===== src/rtl/ascon_pack.sv =====
// Shared Ascon types plus the three permutation stages (constant addition,
// substitution, linear diffusion) and the round-sequencing constants.
package ascon_pack;

  typedef struct packed {
    logic [63:0] x0;
    logic [63:0] x1;
    logic [63:0] x2;
    logic [63:0] x3;
    logic [63:0] x4;
  } type_state;

  localparam logic [3:0] ROUND_FIRST_A = 4'd0;
  localparam logic [3:0] ROUND_FIRST_B = 4'd6;
  localparam logic [3:0] ROUND_LAST    = 4'd11;

  typedef enum logic [1:0] {
    ST_IDLE = 2'd0,
    ST_RUN  = 2'd1,
    ST_DONE = 2'd2
  } perm_fsm_t;

  function automatic logic [63:0] ror64(input logic [63:0] x, input logic [6:0] n);
    return (x >> n) | (x << (7'd64 - n));
  endfunction

  // Round constant is {15-r, r}; p^b reuses the tail of the p^a sequence.
  function automatic type_state pc(input type_state s, input logic [3:0] round);
    type_state r;
    r    = s;
    r.x2 = s.x2 ^ {56'd0, (4'd15 - round), round};
    return r;
  endfunction

  function automatic type_state ps(input type_state s);
    logic [63:0] a, b, c, d, e;
    logic [63:0] t0, t1, t2, t3, t4;
    type_state   r;
    a = s.x0 ^ s.x4;
    b = s.x1;
    c = s.x2 ^ s.x1;
    d = s.x3;
    e = s.x4 ^ s.x3;
    t0 = ~a & b;
    t1 = ~b & c;
    t2 = ~c & d;
    t3 = ~d & e;
    t4 = ~e & a;
    a = a ^ t1;
    b = b ^ t2;
    c = c ^ t3;
    d = d ^ t4;
    e = e ^ t0;
    r.x1 = b ^ a;
    r.x0 = a ^ e;
    r.x3 = d ^ c;
    r.x2 = ~c;
    r.x4 = e;
    return r;
  endfunction

  function automatic type_state pl(input type_state s);
    type_state r;
    r.x0 = s.x0 ^ ror64(s.x0, 7'd19) ^ ror64(s.x0, 7'd28);
    r.x1 = s.x1 ^ ror64(s.x1, 7'd61) ^ ror64(s.x1, 7'd39);
    r.x2 = s.x2 ^ ror64(s.x2, 7'd1)  ^ ror64(s.x2, 7'd6);
    r.x3 = s.x3 ^ ror64(s.x3, 7'd10) ^ ror64(s.x3, 7'd17);
    r.x4 = s.x4 ^ ror64(s.x4, 7'd7)  ^ ror64(s.x4, 7'd41);
    return r;
  endfunction

endpackage


===== src/rtl/perm_round.sv =====
// One combinational Ascon round: constant addition, S-box layer, diffusion.
module perm_round
  import ascon_pack::*;
(
  input  type_state  state_i,
  input  logic [3:0] round_i,
  output type_state  state_o
);

  assign state_o = pl(ps(pc(state_i, round_i)));

endmodule


===== src/rtl/perm_iter.sv =====
// Iterative Ascon permutation: one round per clock, p^a (12 rounds) or
// p^b (6 rounds), with a one-cycle done pulse and back-to-back restart.
module perm_iter
  import ascon_pack::*;
(
  input  logic       clock_i,
  input  logic       reset_i,
  input  logic       start_i,
  input  logic       mode_i,
  input  type_state  state_i,
  output type_state  state_o,
  output logic [3:0] round_o,
  output logic       busy_o,
  output logic       done_o
);

  perm_fsm_t  fsm_r, fsm_s;
  type_state  state_r, state_s, round_out_s;
  logic [3:0] round_r, round_s;

  perm_round u_round (
    .state_i (state_r),
    .round_i (round_r),
    .state_o (round_out_s)
  );

  // Next-state logic: load on start, iterate in RUN, hold otherwise.
  always_comb begin
    fsm_s   = fsm_r;
    state_s = state_r;
    round_s = round_r;
    case (fsm_r)
      ST_IDLE, ST_DONE: begin
        if (start_i) begin
          fsm_s   = ST_RUN;
          state_s = state_i;
          round_s = mode_i ? ROUND_FIRST_B : ROUND_FIRST_A;
        end else begin
          fsm_s = ST_IDLE;
        end
      end
      ST_RUN: begin
        state_s = round_out_s;
        // Counter parks at the last round so it never leaves 0..11.
        if (round_r >= ROUND_LAST) begin
          fsm_s = ST_DONE;
        end else begin
          round_s = round_r + 4'd1;
        end
      end
      default: begin
        fsm_s = ST_IDLE;
      end
    endcase
  end

  // State, round counter and FSM registers with synchronous reset.
  always_ff @(posedge clock_i) begin
    if (reset_i) begin
      fsm_r   <= ST_IDLE;
      state_r <= '0;
      round_r <= 4'd0;
    end else begin
      fsm_r   <= fsm_s;
      state_r <= state_s;
      round_r <= round_s;
    end
  end

  assign state_o = state_r;
  assign round_o = round_r;
  assign busy_o  = (fsm_r == ST_RUN);
  assign done_o  = (fsm_r == ST_DONE);

endmodule


===== config.mk =====
export PLATFORM = sky130hd
export DESIGN_NAME = perm_iter
export DESIGN_NICKNAME = d
export VERILOG_FILES = /design/src/rtl/ascon_pack.sv /design/src/rtl/perm_round.sv /design/src/rtl/perm_iter.sv
export SDC_FILE = /design/constraint.sdc
export NUM_CORES = 2
export LEC_CHECK = 0
export CORE_ASPECT_RATIO = 1.75
export CORE_MARGIN = 2
export CORE_UTILIZATION = 29
export CTS_CLUSTER_DIAMETER = 50
export CTS_CLUSTER_SIZE = 30
export DETAILED_ROUTE_END_ITERATION = 12
export GPL_TIMING_DRIVEN = 0
export PLACE_DENSITY = 0.47
export SLEW_MARGIN = 0
export SYNTH_ARGS = -nofsm -noshare
export SYNTH_HDL_FRONTEND = slang
export SYNTH_SLANG_ARGS = --single-unit

===== constraint.sdc =====
create_clock -name clock_i -period 5.3 [get_ports clock_i]
set_input_delay 1.59 -clock clock_i [delete_from_list [all_inputs] [get_ports clock_i]]
set_output_delay 1.59 -clock clock_i [all_outputs]
set_load 0.005 [all_outputs]

Word-level counts from Yosys, hierarchy flattened
Index checks and enable logic that the tools add are counted.

word-level totals
  register bits = 326
  input bits = 324
  output and inout bits = 326
  word-level logic and storage cells = 72

operators by class
  add/subtract/negate cells = 2
  order comparisons = 1
  equality and inequality tests = 5
  multiplexer cells = 9
  bitwise operators = 43
  reductions and logical operators = 5

operator list
  cell                   count
  $xor A64 B64 Y64       21
  $pmux W320 S2          1
  $not A64 Y64           6
  $and A64 B64 Y64       5
  $mux W320              1
  $or A23 B64 Y64        1
  $or A25 B64 Y64        1
  $or A3 B64 Y64         1
  $or A36 B64 Y64        1
  $or A45 B64 Y64        1
  $or A47 B64 Y64        1
  $or A54 B64 Y64        1
  $or A57 B64 Y64        1
  $or A58 B64 Y64        1
  $or A63 B64 Y64        1
  $xor A64 B8 Y64        1
  $mux W4                2
  $pmux W4 S2            1
  $add A4 B1 Y4 const B  1
  $ge A4 B4 Y1 const B   1
  $ne A2 B2 Y1 const B   2
  $pmux W2 S2            1
  $sub A4 B4 Y4 const A  1
  $mux W3                1
  other kinds (10)       10

Logic depth before layout (Yosys ltp)
  word-level depth = 11
  gate-level depth with buffers = 9
  depth with buffers taken out = 7

Modules after synthesis
Synthesis repeated with hierarchy kept, for this count alone.

unflattened totals
  cell total of the unflattened synthesis = 3405
  area, all modules = 32412.3 µm²

by module, submodules not included
  module      instances  cells each  area an instance (µm²)  seq. area each (µm²)
  perm_iter   1          1808        16504.6                 6526.3
  perm_round  1          1597        15907.8                 0.0

Least setup slack after synthesis
Ideal clock, no wire load.

  path kind = register to output
  start = reg fsm_r[1]
  end = out busy_o
  data arrival time = 1.458 ns
  data required time = 3.710 ns
  setup slack = 2.252 ns
  cell stages (with the launch flop) = 7
  buffers on the path = 4
  path through = dfxtp_1 > nand2b_1 > clkbuf_1 > clkinv_1 > clkbuf_1 > clkbuf_1 > clkbuf_1

on the way
  longest elaborated chain between the ends = 1

RTL lines
  what                    RTL line         RTL
  from (decl)             perm_iter.sv:17  perm_fsm_t fsm_r, fsm_s;
  from (signal assigned)  perm_iter.sv:64  fsm_r <= fsm_s;
  $eq A2 B1 Y1            perm_iter.sv:72  assign busy_o = (fsm_r == ST_RUN);
  to (decl)               perm_iter.sv:13  output logic busy_o,

No other way between the ends.

Worst setup path in the final report
  start = reg fsm_r[0]
  end = out busy_o

The elaborated chain is that of the path after synthesis.

==> impl_metrics.yaml <==
run_status:
  status: "complete, but fails checks"
  violated_checks: "max-capacitance violations, max-slew violations"
die:
  die_h_um: 416
  core.rowCount: 151
  die-area_um2: 99400
  placeableCoreArea_um2: 96400
  number_of_i_o_pins: 650
  effective_utilization_at_floorplan_pct: 29.1
  die-width_um: 239
finish:
  drive_above_1_share_pct: 4.72
  finish.net_count: 4613
  layout.cell_area.non_filler_um2: 37900
  syn_to_layout_area_delta_pct: 35.1
critical_path:
  crit_chain: "nand2b_1 > clkbuf_1 > clkinv_1 > clkbuf_1 > clkbuf_4 > clkbuf_1 > clkdlybuf4s50_1"
  worst_setup_path_start_kind: "flop"
  timing.critical_path.slowest_cell_delay_ns: 0.60
  cell_occurring_most_often_along_the_worst_timing_path: "clkbuf_1"
  cpMaxStageDelayCell: "clkdlybuf4s50_1"
  critPathMaxFanout: 10
  ff2ff_setup_slack_ns: 1.37
  required_ns: 3.71
  r2r.worst_path.cells: 7
  timing.critical_path.to_type: "output port"
  worst-setup-path-type: "flop to output port"
  rr_startpoint: "round_o[3]"
  arrival_ns: 3.56
  r2r-end: "state_o[67]"
worst_hold_path:
  hp-start: "state_o[129]"
  min_delay_path_depth: 2
  hold_path_end: "state_o[129]"
  worst_hold_path_type: "flop to flop"
global_route:
  grt_max_degree: 15
  antenna_found_initial: 5
  grt_first_pass_wirelength_um: 260000
  gr-usage-all-layers_pct: 39.2
  first_global_vias: 29300
  grt.overflow.total: 0
sta:
  timing.final.crit_share_pct: 97.2
  finClkSkew_ns: 0.0356
  max_slew.worst_pin.slew_ns: 1.67
  min_period_ns: 5.15
  fmax_ghz: 0.194
  slew_headroom_pct: -11.9
  hold_viol_final: 0
  rsz_0062_raised_after_global_routing: "false"
  final-setup-viol-count: 0
  slew_violations: 51
  holdWs_ns: 0.520
synth:
  synth_enable_flop_cells: 0
  synth-warning-count: 0
  post_synth.cell_area_avg_um2: 8.12
  synth.yosys.seq_area_share_pct: 23.2
  synth-async-reset-ratio_pct: 0
  postSynthCellCount: 3457
  synth-seq-cells: 326
  synth.net_count: 3910
  synth_flop_cell: "dfxtp_1"
  synthesis.area_um2: 28100
  synth.distinct_cells: 35
place:
  place.gp.congestion: 1.06
  postPlaceCellArea_um2: 36200
  hpwlAfterDp_um: 169000
  port-buffer-count: 648
clocking:
  max-clock-path-buffers: 3
  cts_made_buffers: 48
  depth_of_the_cts_h_tree: 2
  clock_slew_seen_by_the_registers_of_the_worst_setup_and_hold_paths_ns: 0.07
  cts_tree: "done"
  clk-insertion-delay-late_ns: 0.65
  clock-sinks: 326
  cts_root_buf: "clkbuf_16"
routing:
  wl_per_cell_um: 36.9
  drt-vias-per-instance: 5.44
  first_pass_iters: 7
  remaining_drc_errors: 0
  routed_wirelength_um: 200000
  vias: 29600
  final_antenna_net_count: 0
  drtIter0Drc: 2490
run:
  cap_viol_max_count: 16
## per-layer routing
metal | GRT usage, % | share of wire (%) | vias up
li1 | - | - | 13000
met1 | 43.1 | 36 | 14400
met2 | 63.2 | 45 | 1623
met3 | 6.89 | 7.0 | 506
met4 | 37.1 | 12 | 2
met5 | 0 | 0.0060 | -
## worst max-delay path, delay by kind of cell (launching register included)
kind                   cells  cell delay (ns)
AND/OR/NAND/NOR            1             0.08
flip-flops                 1             0.39
buffers and inverters      6             2.44
## cell families after synthesis
logic type	synth area share, %
AO/OA/AOI/OAI	16.0
AND/OR/NAND/NOR	11.1
adder cells (fa/ha/maj)	7.85
multiplexers	1.82
flip-flops	23.2
buffers and inverters	4.98
XOR/XNOR	35.0
## registers in the layout (all words and copies together), names as in the netlist
| signal | cells |
|---|---|
| fsm_r | 2 |
| round_o | 4 |
| state_o | 320 |
## cell usage in the layout (no fill, tap or decap), types with 6 or more instances in the layout
cell | netlist | layout
and3_1 | 11 | 11
clkbuf_8 | 0 | 6
clkbuf_1 | 160 | 158
clkbuf_16 | 0 | 50
xnor2_2 | 13 | 20
a211oi_1 | 290 | 290
a21oi_1 | 86 | 86
nand2_1 | 448 | 448
inv_1 | 191 | 191
ha_1 | 129 | 129
a31o_2 | 65 | 65
xor2_1 | 264 | 261
mux2i_1 | 51 | 51
a2111oi_0 | 17 | 17
buf_1 | 19 | 19
o211a_1 | 9 | 9
inv_6 | 0 | 6
dfxtp_1 | 326 | 326
maj3_1 | 59 | 59
xnor2_1 | 834 | 827
clkdlybuf4s50_1 | 0 | 648
a31oi_1 | 11 | 11
a2111oi_2 | 8 | 8
a311oi_1 | 79 | 79
nor2_1 | 322 | 322
o21ai_0 | 32 | 32
nor3_1 | 11 | 11
## worst max-delay path by stage
stage / slack (ns) / endpoint / cells after the start / startpoint
3_3_place_gp: -0.07 / state_o[245] / 7 / start_i
6_report: 0.15 / busy_o / 7 / fsm_r[0]
3_5_place_dp: 0.28 / state_o[228] / 7 / start_i
4_1_cts: 0.04 / busy_o / 7 / fsm_r[0]
5_1_grt: 0.07 / busy_o / 7 / fsm_r[0]
2_1_floorplan: 2.25 / busy_o / 6 / fsm_r[1]
## Yosys cell counts (2+ instances only)
cell type	count	area [µm²]
xnor2_1	834	7300
nand2_1	448	1680
dfxtp_1	326	6530
nor2_1	322	1210
a211oi_1	290	2180
xor2_1	264	2310
inv_1	191	717
clkbuf_1	160	601
ha_1	129	1610
a21oi_1	86	430
a311oi_1	79	692
a31o_2	65	569
maj3_1	59	591
mux2i_1	51	510
o21ai_0	32	160
buf_1	19	71.3
a2111oi_0	17	149
xnor2_2	13	211
a31oi_1	11	68.8
and3_1	11	68.8
nor3_1	11	55.1
o211a_1	9	90.1
a2111oi_2	8	120
nand2b_1	5	31.3
or2_2	4	25.0
o21a_1	3	22.5
nor2b_1	2	12.5
## cell type report
| type | instances | area, µm² |
|---|---|---|
| plain buffers | 180 | 687 |
| clock inverters | 29 | 338 |
| fillers | 10200 | 58400 |
| multi-input cells | 2759 | 20200 |
| clock buffers | 60 | 1350 |
| inverters | 192 | 721 |
| repair buffers | 653 | 6550 |
| well taps | 1224 | 1530 |
| flip-flops and latches | 326 | 6530 |
| diodes | 4 | 10.0 |
## through the flow
stage          worst slack (ns)  cells  setup TNS (ns)  util (%)
3_3_place_gp            -0.0739   5329          -0.125      37.5
3_5_place_dp              0.281   5332               0      37.6
4_1_cts                  0.0447   5421               0      39.3
6_report                  0.146   5427               0      39.4
2_1_floorplan              2.25   3457               0         -
5_1_grt                  0.0715   5425               0      39.4
## repair_timing
action | CTS | global route
buffers inserted | 0 | 0
pin swaps | 0 | 0
gates resized for setup | 1 | 2
setup endpoints to repair | 1 | 1
hold endpoints to repair | 0 | 0
hold buffers | 0 | 0
Power is not shown: default switching activity piles up to over one toggle a cycle in this logic, so the estimate is an artifact.
